<file path="src/rtl/uart_tx_buffered.sv">
// -----------------------------------------------------------------------------
// uart_tx_buffered
//
// Buffered UART transmitter. Words enter a small FIFO through a valid/ready
// handshake and are serialised LSB-first as: start bit, DATA_WIDTH data bits,
// optional parity bit, one or two stop bits. Each bit lasts BAUD_DIV+1 cycles.
// While the FIFO holds data, frames are sent back-to-back with no idle gap.
// Framing options and the bit period are captured when a frame starts, so
// changing them mid-frame only affects the next frame.
//
// Ports:
//   CLK         clock; all state changes on the rising edge
//   RST         asynchronous active-high reset
//   P_DATA      word to transmit
//   DATA_VALID  P_DATA is valid
//   DATA_READY  FIFO can accept a word (count < FIFO_DEPTH)
//   PAR_EN      1 = append a parity bit
//   PAR_TYP     0 = even parity, 1 = odd parity
//   STOP2       1 = two stop bits
//   BAUD_DIV    bit period is BAUD_DIV+1 cycles
//   TX_OUT      serial line, idles high (registered)
//   Busy        a frame is in progress (registered)
//   FIFO_COUNT  current FIFO occupancy
// -----------------------------------------------------------------------------
module uart_tx_buffered #(
    parameter int DATA_WIDTH = 8,
    parameter int FIFO_DEPTH = 4,
    parameter int DIV_WIDTH  = 16
) (
    input  logic                          CLK,
    input  logic                          RST,
    input  logic [DATA_WIDTH-1:0]         P_DATA,
    input  logic                          DATA_VALID,
    output logic                          DATA_READY,
    input  logic                          PAR_EN,
    input  logic                          PAR_TYP,
    input  logic                          STOP2,
    input  logic [DIV_WIDTH-1:0]          BAUD_DIV,
    output logic                          TX_OUT,
    output logic                          Busy,
    output logic [$clog2(FIFO_DEPTH):0]   FIFO_COUNT
);

    localparam int AW = $clog2(FIFO_DEPTH);
    localparam int CW = AW + 1;
    localparam int BW = $clog2(DATA_WIDTH);

    localparam logic [CW-1:0] DEPTH_C  = CW'(FIFO_DEPTH);
    localparam logic [BW-1:0] LAST_BIT = BW'(DATA_WIDTH - 1);

    localparam logic [2:0] S_IDLE   = 3'd0;
    localparam logic [2:0] S_START  = 3'd1;
    localparam logic [2:0] S_DATA   = 3'd2;
    localparam logic [2:0] S_PARITY = 3'd3;
    localparam logic [2:0] S_STOP1  = 3'd4;
    localparam logic [2:0] S_STOP2  = 3'd5;

    // FIFO storage and control
    logic [DATA_WIDTH-1:0] mem_q [FIFO_DEPTH];
    logic [DATA_WIDTH-1:0] mem_d [FIFO_DEPTH];
    logic [AW-1:0]         wr_ptr_q, wr_ptr_d;
    logic [AW-1:0]         rd_ptr_q, rd_ptr_d;
    logic [CW-1:0]         count_q, count_d;
    logic [DATA_WIDTH-1:0] rd_data;
    logic                  push;
    logic                  pop;

    // Transmit FSM and per-frame latched settings
    logic [2:0]            state_q, state_d;
    logic [DIV_WIDTH-1:0]  cnt_q, cnt_d;
    logic [BW-1:0]         bit_idx_q, bit_idx_d;
    logic [DATA_WIDTH-1:0] shift_q, shift_d;
    logic                  par_q, par_d;
    logic                  par_en_lat_q, par_en_lat_d;
    logic                  stop2_lat_q, stop2_lat_d;
    logic [DIV_WIDTH-1:0]  div_lat_q, div_lat_d;
    logic                  tx_q, tx_d;
    logic                  busy_q, busy_d;

    logic                  bit_end;
    logic                  final_stop;
    logic                  start_frame;

    assign rd_data    = mem_q[rd_ptr_q];
    assign DATA_READY = (count_q < DEPTH_C);
    assign FIFO_COUNT = count_q;
    assign TX_OUT     = tx_q;
    assign Busy       = busy_q;

    assign bit_end     = (cnt_q == '0);
    // The final stop bit is STOP1 when one stop bit is latched, else STOP2.
    assign final_stop  = bit_end &&
                         (((state_q == S_STOP1) && !stop2_lat_q) || (state_q == S_STOP2));
    assign start_frame = ((state_q == S_IDLE) || final_stop) && (count_q != '0);

    assign push = DATA_VALID && DATA_READY;
    assign pop  = start_frame;

    always_comb begin
        mem_d = mem_q;
        if (push) begin
            mem_d[wr_ptr_q] = P_DATA;
        end
        wr_ptr_d = push ? wr_ptr_q + AW'(1) : wr_ptr_q;
        rd_ptr_d = pop  ? rd_ptr_q + AW'(1) : rd_ptr_q;
        count_d  = count_q;
        case ({push, pop})
            2'b10:   count_d = count_q + CW'(1);
            2'b01:   count_d = count_q - CW'(1);
            default: count_d = count_q;
        endcase
    end

    always_comb begin
        state_d      = state_q;
        cnt_d        = cnt_q;
        bit_idx_d    = bit_idx_q;
        shift_d      = shift_q;
        par_d        = par_q;
        par_en_lat_d = par_en_lat_q;
        stop2_lat_d  = stop2_lat_q;
        div_lat_d    = div_lat_q;

        // Bit-period down-counter reloads at the end of every bit.
        if (state_q != S_IDLE) begin
            cnt_d = bit_end ? div_lat_q : cnt_q - DIV_WIDTH'(1);
        end

        if (bit_end) begin
            case (state_q)
                S_START: begin
                    state_d   = S_DATA;
                    bit_idx_d = '0;
                end
                S_DATA: begin
                    shift_d = shift_q >> 1;
                    if (bit_idx_q == LAST_BIT) begin
                        state_d = par_en_lat_q ? S_PARITY : S_STOP1;
                    end else begin
                        bit_idx_d = bit_idx_q + BW'(1);
                    end
                end
                S_PARITY: state_d = S_STOP1;
                S_STOP1:  state_d = stop2_lat_q ? S_STOP2 : S_IDLE;
                S_STOP2:  state_d = S_IDLE;
                default:  state_d = state_q;
            endcase
        end

        // A new frame starts from IDLE or straight out of the final stop bit;
        // this overrides the IDLE transition above, giving back-to-back frames.
        if (start_frame) begin
            state_d      = S_START;
            shift_d      = rd_data;
            par_d        = (^rd_data) ^ PAR_TYP;
            par_en_lat_d = PAR_EN;
            stop2_lat_d  = STOP2;
            div_lat_d    = BAUD_DIV;
            cnt_d        = BAUD_DIV;
        end

        // Outputs are registered, so they are decoded from the next state.
        case (state_d)
            S_START:  tx_d = 1'b0;
            S_DATA:   tx_d = shift_d[0];
            S_PARITY: tx_d = par_d;
            default:  tx_d = 1'b1;
        endcase
        busy_d = (state_d != S_IDLE);
    end

    always_ff @(posedge CLK or posedge RST) begin
        if (RST) begin
            wr_ptr_q  <= '0;
            rd_ptr_q  <= '0;
            count_q   <= '0;
            state_q   <= S_IDLE;
            cnt_q     <= '0;
            bit_idx_q <= '0;
            tx_q      <= 1'b1;
            busy_q    <= 1'b0;
        end else begin
            wr_ptr_q  <= wr_ptr_d;
            rd_ptr_q  <= rd_ptr_d;
            count_q   <= count_d;
            state_q   <= state_d;
            cnt_q     <= cnt_d;
            bit_idx_q <= bit_idx_d;
            tx_q      <= tx_d;
            busy_q    <= busy_d;
        end
    end

    // Data-path registers carry no reset; they are always loaded before use.
    always_ff @(posedge CLK) begin
        mem_q        <= mem_d;
        shift_q      <= shift_d;
        par_q        <= par_d;
        par_en_lat_q <= par_en_lat_d;
        stop2_lat_q  <= stop2_lat_d;
        div_lat_q    <= div_lat_d;
    end

endmodule

</file>
<file path="config.mk">
export PLATFORM = sky130hd
export DESIGN_NAME = uart_tx_buffered
export DESIGN_NICKNAME = d
export VERILOG_FILES = /design/src/rtl/uart_tx_buffered.sv
export SDC_FILE = /design/constraint.sdc
export NUM_CORES = 1
export LEC_CHECK = 0
export BUFFER_PORTS_ARGS = -buffer_cell sky130_fd_sc_hd__buf_2
export CORE_MARGIN = 2
export CORE_UTILIZATION = 64
export DETAILED_ROUTE_END_ITERATION = 6
export GPL_ROUTABILITY_DRIVEN = 0
export PLACE_DENSITY_LB_ADDON = 0.08
export SLEW_MARGIN = 10
export SYNTH_ARGS = -nofsm -noshare
export SYNTH_HDL_FRONTEND = slang
export SYNTH_SLANG_ARGS = --single-unit
</file>
<file path="constraint.sdc">
create_clock -name CLK -period 5.3 [get_ports CLK]
set_input_delay 0.53 -clock CLK [delete_from_list [all_inputs] [get_ports CLK]]
set_output_delay 0.53 -clock CLK [all_outputs]
set_load 0.05 [all_outputs]
</file>
* After elaboration in Yosys (flattened, before gate mapping) *
Index checks and enable logic that the tools add are counted.

cells by class
  divide/modulo/power cells = 0
  bitwise operators = 3
  magnitude comparators = 4
  eq/ne operators = 12
  add/sub/neg operators = 6
  reductions and logical operators = 21
  multipliers = 0
  shift operators = 0
  muxes and demuxes = 23

operators by type and width
  operator                                                                       count
  16-bit 2-to-1 mux                                                              3
  8-bit 2-to-1 mux                                                               6
  32-bit bitwise mux                                                             1
  3-bit 2-to-1 mux                                                               6
  8-bit binary-select mux with 2-bit select                                      1
  8-bit demux with 2-bit select                                                  1
  16-bit zero test                                                               1
  16-bit by 1-bit subtractor with 16-bit output (second input constant)          1
  3-bit one-hot mux with 5 select lines                                          1
  3-bit by 2-bit equality test with 1-bit output (second input constant)         4
  3-bit one-hot mux with 2 select lines                                          2
  2-bit nonzero test                                                             5
  3-bit equality test (second input constant)                                    3
  3-bit nonzero test                                                             3
  8-bit XOR reduction                                                            1
  3-bit by 1-bit adder with 3-bit output (second input constant)                 2
  3-bit by 1-bit equality test with 1-bit output (second input constant)         2
  3-bit >= comparator (second input constant)                                    2
  2-bit inverter with 3-bit output                                               2
  1-bit logical AND                                                              5
  2-bit by 1-bit adder with 2-bit output (second input constant)                 2
  3-bit zero test                                                                1
  3-bit by 1-bit less-than comparator with 1-bit output (second input constant)  1
  3-bit less-than comparator (second input constant)                             1
  11 further kinds                                                               12

storage, ports and cells
  bits in latches = 0
  memory bits (writable) = 0
  bits of input ports = 30
  logic and storage cells = 87
  memories = 0
  output and inout bits = 6
  register bits after elaboration = 90
  bits in read-only memories = 0

* Longest topological paths before layout *
  word-level depth = 9
  depth in mapped cells = 13

* Worst setup path after synthesis *
OpenSTA, ideal clock, no wires.

  path type = reg-to-reg
  start point = register cnt_q[0]
  end point = register count_q[2] (netlist: FIFO_COUNT[2])
  period minus slack after synthesis = 3.220 ns
  buffers on the path = 2
  cell stages (with the launch flop) = 14
  arrival = 3.080 ns
  slack = 2.080 ns
  cells stage by stage = dfrtp_1 inv_1 ha_1 nor4b_2 nand4_4 a2111oi_2 buf_4 buf_4 ha_1 inv_1 fa_1 xor2_1 nor2_1 xnor2_1

between the ends
  longest elaborated chain between the ends = 6
  elaborated cells on any way between the ends = 8
  those cells by class = eq/ne (2); mux (1); reduce/logical (5)

RTL lines
  what                                                                                   RTL line  text
  start: declaration                                                                     70        logic [DIV_WIDTH-1:0] cnt_q, cnt_d;
  start signal: assignment                                                               187       cnt_q <= cnt_d;
  16-bit zero test (*)                                                                   90        assign bit_end = (cnt_q == '0);
  1-bit logical AND (*)                                                                  92        assign final_stop = bit_end &&
  1-bit logical OR (*)                                                                   94        assign start_frame = ((state_q == S_IDLE) || final_stop) && (count_q != '0);
  1-bit logical AND (*)                                                                  94
  net pop                                                                                66        logic pop;
  2-bit by 1-bit equality test with 1-bit output or 2-bit equality test (tied branches)  107       case ({push, pop})
  3-bit one-hot mux with 2 select lines or 2-bit nonzero test (tied branches)            --
  end signal: assignment                                                                 185       count_q <= count_d;
  end: declaration                                                                       63        logic [CW-1:0] count_q, count_d;

The timed path passes the listed nets; every way through them passes the cells marked *.
A chain may end at the register's enable or synchronous reset.

* Worst setup path after layout *
  start point = register cnt_q[0]
  end point = register cnt_q[1]

between the ends
  longest elaborated chain between the ends = 5
  elaborated cells on any way between the ends = 9
  those cells by class = add/sub (1); mux (3); reduce/logical (5)

RTL lines
  what
  parallel branches: the longest is 5 deep, another holds 16-bit by 1-bit subtractor with 16-bit output

Several ways; the timed one is not identified. The select of a mux whose other input is x is not followed.

==> results_dict.tcl <==
set metrics [dict create \
    status "finished, final reports clean" \
    slew_violations 0 \
    crit_type "flip-flop to flip-flop" \
    grt_pass1_vias 2631 \
    ys_ff_latch 90 \
    htreeDepth 3 \
    worstPathRequired_ns 5.54 \
    critPathSlowestCell "buf_4" \
    clock_skew_ns 0.0124 \
    final_nets 401 \
    layout-drive-gt1-share_pct 21.5 \
    grt-ovfl-total 0 \
    final_hold_viol_count 0 \
    cts_buffer_depth 2 \
    synthFlopType "edfxtp_1" \
    ant_nets 0 \
    clk_latency_ns 0.36 \
    numPortBuffers 35 \
    rows 29 \
    power_leakage_nw 1.76 \
    diodes 0 \
    layout_worst_path_cycle_share_pct 60.5 \
    grt_max_degree 65 \
    drt_iter0_drc 119 \
    cts_root_buffer "clkbuf_8" \
    drt-total-wl_um 7520 \
    stdcell_area_mm2 0.00468 \
    path_clk_slew_ns 0.10 \
    top_layer "met4" \
    critPathMaxStageDelay_ns 0.60 \
    worstMarginPinSlew_ns 1.01 \
    setup_ws_ns 2.09 \
    maxCapViolations 0 \
    synth.net_count 368 \
    cts-hold-fix-buffers 0 \
    period_needed_ns 3.21 \
    avgSynthCellArea_um2 12.9 \
    syn_inst 329 \
    arrival_ns 3.45 \
    grt_antenna_before_repair 0 \
    rsz0062_at_grt "no" \
    numCtsBuffers 9 \
    cts_resized 0 \
    top_level_ports 36 \
    ir_worst_vdd_mv 0.343 \
    fillers 439 \
    initial_utilization_pct 66.7 \
    avgViaCountPerCell 5.98 \
    syn_to_final_growth_pct 10.1 \
    hold_class "primary input to async pin" \
    setup.worst_path.end_class "flip-flop" \
    cts_setup_buffers 0 \
    cts_tree "yes" \
    p_per_area_mw_per_mm2 511 \
    placed_cell_area_mm2 0.00447 \
    dr_wl_met3_um 213 \
    setup_tns_ns 0 \
    ys_warn_count 0 \
    dp_hpwl_um 5140 \
    die_h_um 85.6 \
    core_mm2 0.00639 \
    die_x_um 85.6 \
    power_w 0.00239 \
    final_util_pct 73.4 \
    synthDistinctLibCells 59 \
    grt_util_all_layers_pct 22.9 \
    relSlewSlack_pct 32.3 \
    synthesis.area_mm2 0.00426 \
    finalSetupViolations 0 \
    cp_cell_sequence "inv_1 -> ha_1 -> nor4b_2 -> nand4_4 -> a2111oi_4 -> buf_4 -> or2_2 -> a211oi_1 -> a221o_1" \
    post-route-drc-count 0 \
    vias 2655 \
    wl_per_cell_um 16.9 \
    wl_met2_um 3790 \
    ys_seq_area_share_pct 59.4 \
    place_ws_ns 2.11 \
    grt_pass1_wl_um 12900 \
    final_cell_mix "edfxtp_1, buf_2, dfrtp_1, nor2_1, nand2_1" \
    die-area_mm2 0.00732 \
    fmax_mhz 312 \
    mostFrequentLayoutCell "edfxtp_1" \
    critPathMaxFanout 64 \
    synth_edf_count 57 \
    async_reset_ff_share_pct 34.4 \
    worstSetupStartpointType "flip-flop" \
    wl_met1_um 3370 \
    dr.pass1.iters 4 \
    clock-sinks 90 \
]
==> worst max-delay path: cells and delay by family, from the launching register on <==
family,cells,cell delay [ns]
buffers and inverters,2,0.68
adder cells (fa/ha/maj),1,0.30
AND/OR/NAND/NOR,3,0.86
AO/OA/AOI/OAI,3,0.78
flip-flops,1,0.44
==> Yosys cell counts, types with 6 or more instances <==
master | number | share of area (%)
xnor2_1 | 17 | 3.5
xor2_1 | 6 | 1.2
nor2_1 | 25 | 2.2
a21oi_1 | 17 | 2.0
o21ai_0 | 16 | 1.9
ha_1 | 8 | 2.4
nand2_1 | 20 | 1.8
dfrtp_1 | 30 | 18
clkbuf_1 | 7 | 0.62
inv_1 | 15 | 1.3
a22o_1 | 7 | 1.4
mux4_2 | 8 | 4.2
edfxtp_1 | 57 | 40
nor3_1 | 12 | 1.4
and2_1 | 6 | 0.88
==> power by group <==
part	total (W)	switching (W)	internal, W
combinational	0.000797	0.000415	0.000382
clock	0.000501	0.000269	0.000232
sequential	0.00109	0.000183	0.000911
==> routing by layer <==
metal	global-route usage [%]	up-vias
met4	9.09	0
met5	0	-
met1	30.8	1290
met2	37.1	61
li1	-	1291
met3	4.52	13
==> kinds of logic (layout without fill, tap and decap cells) <==
logic type               Yosys count  count (layout)  synth area share [%]
adder cells (fa/ha/maj)            9               9                  2.82
multiplexers                      14              14                  5.82
XOR/XNOR                          23              23                  4.73
flip-flops                        90              90                  59.4
buffers and inverters             30              68                  3.44
AO/OA/AOI/OAI                     74              74                  12.0
AND/OR/NAND/NOR                   89              89                  11.8
==> state kept, by name, indices dropped and copies added (netlist names), 2 cells and up <==
register,flops
mem_q,32
cnt_q,16
div_lat_q,16
shift_q,8
FIFO_COUNT,3
bit_idx_q,3
state_q,3
rd_ptr_q,2
wr_ptr_q,2
==> area by class of cell <==
cell class / count / area, um2 / area share [%]
multi-input combinational: 209 / 1590 / 34.0
inverter: 15 / 56.3 / 1.20
sequential: 90 / 2530 / 54.0
timing repair buffer: 37 / 190 / 4.06
tap: 77 / 96.3 / 2.06
clock buffer: 9 / 124 / 2.64
clock inverter: 7 / 95.1 / 2.03
==> final timing paths <==
check / from / endpoint / slack [ns] / cells after the start
min reg2reg: par_q / par_q / 0.50 / 1
min: RST / cnt_q[12] / 0.24 / 3
max in group asynchronous: RST / TX_OUT / 4.73 / 3
max reg2reg: cnt_q[0] / cnt_q[1] / 2.09 / 9
min in group CLK: BAUD_DIV[15] / div_lat_q[15] / 0.35 / 1
max: cnt_q[0] / cnt_q[1] / 2.09 / 9
==> metrics by stage <==
step | instances | hold WS [ns]
after floorplan | 329 | 0.454
after global placement | 428 | 0.470
after detailed placement | 428 | 0.478
after CTS | 444 | 0.249
after global routing | 444 | 0.283
final | 444 | 0.243
Note: power is estimated with default switching activity, not from simulation.
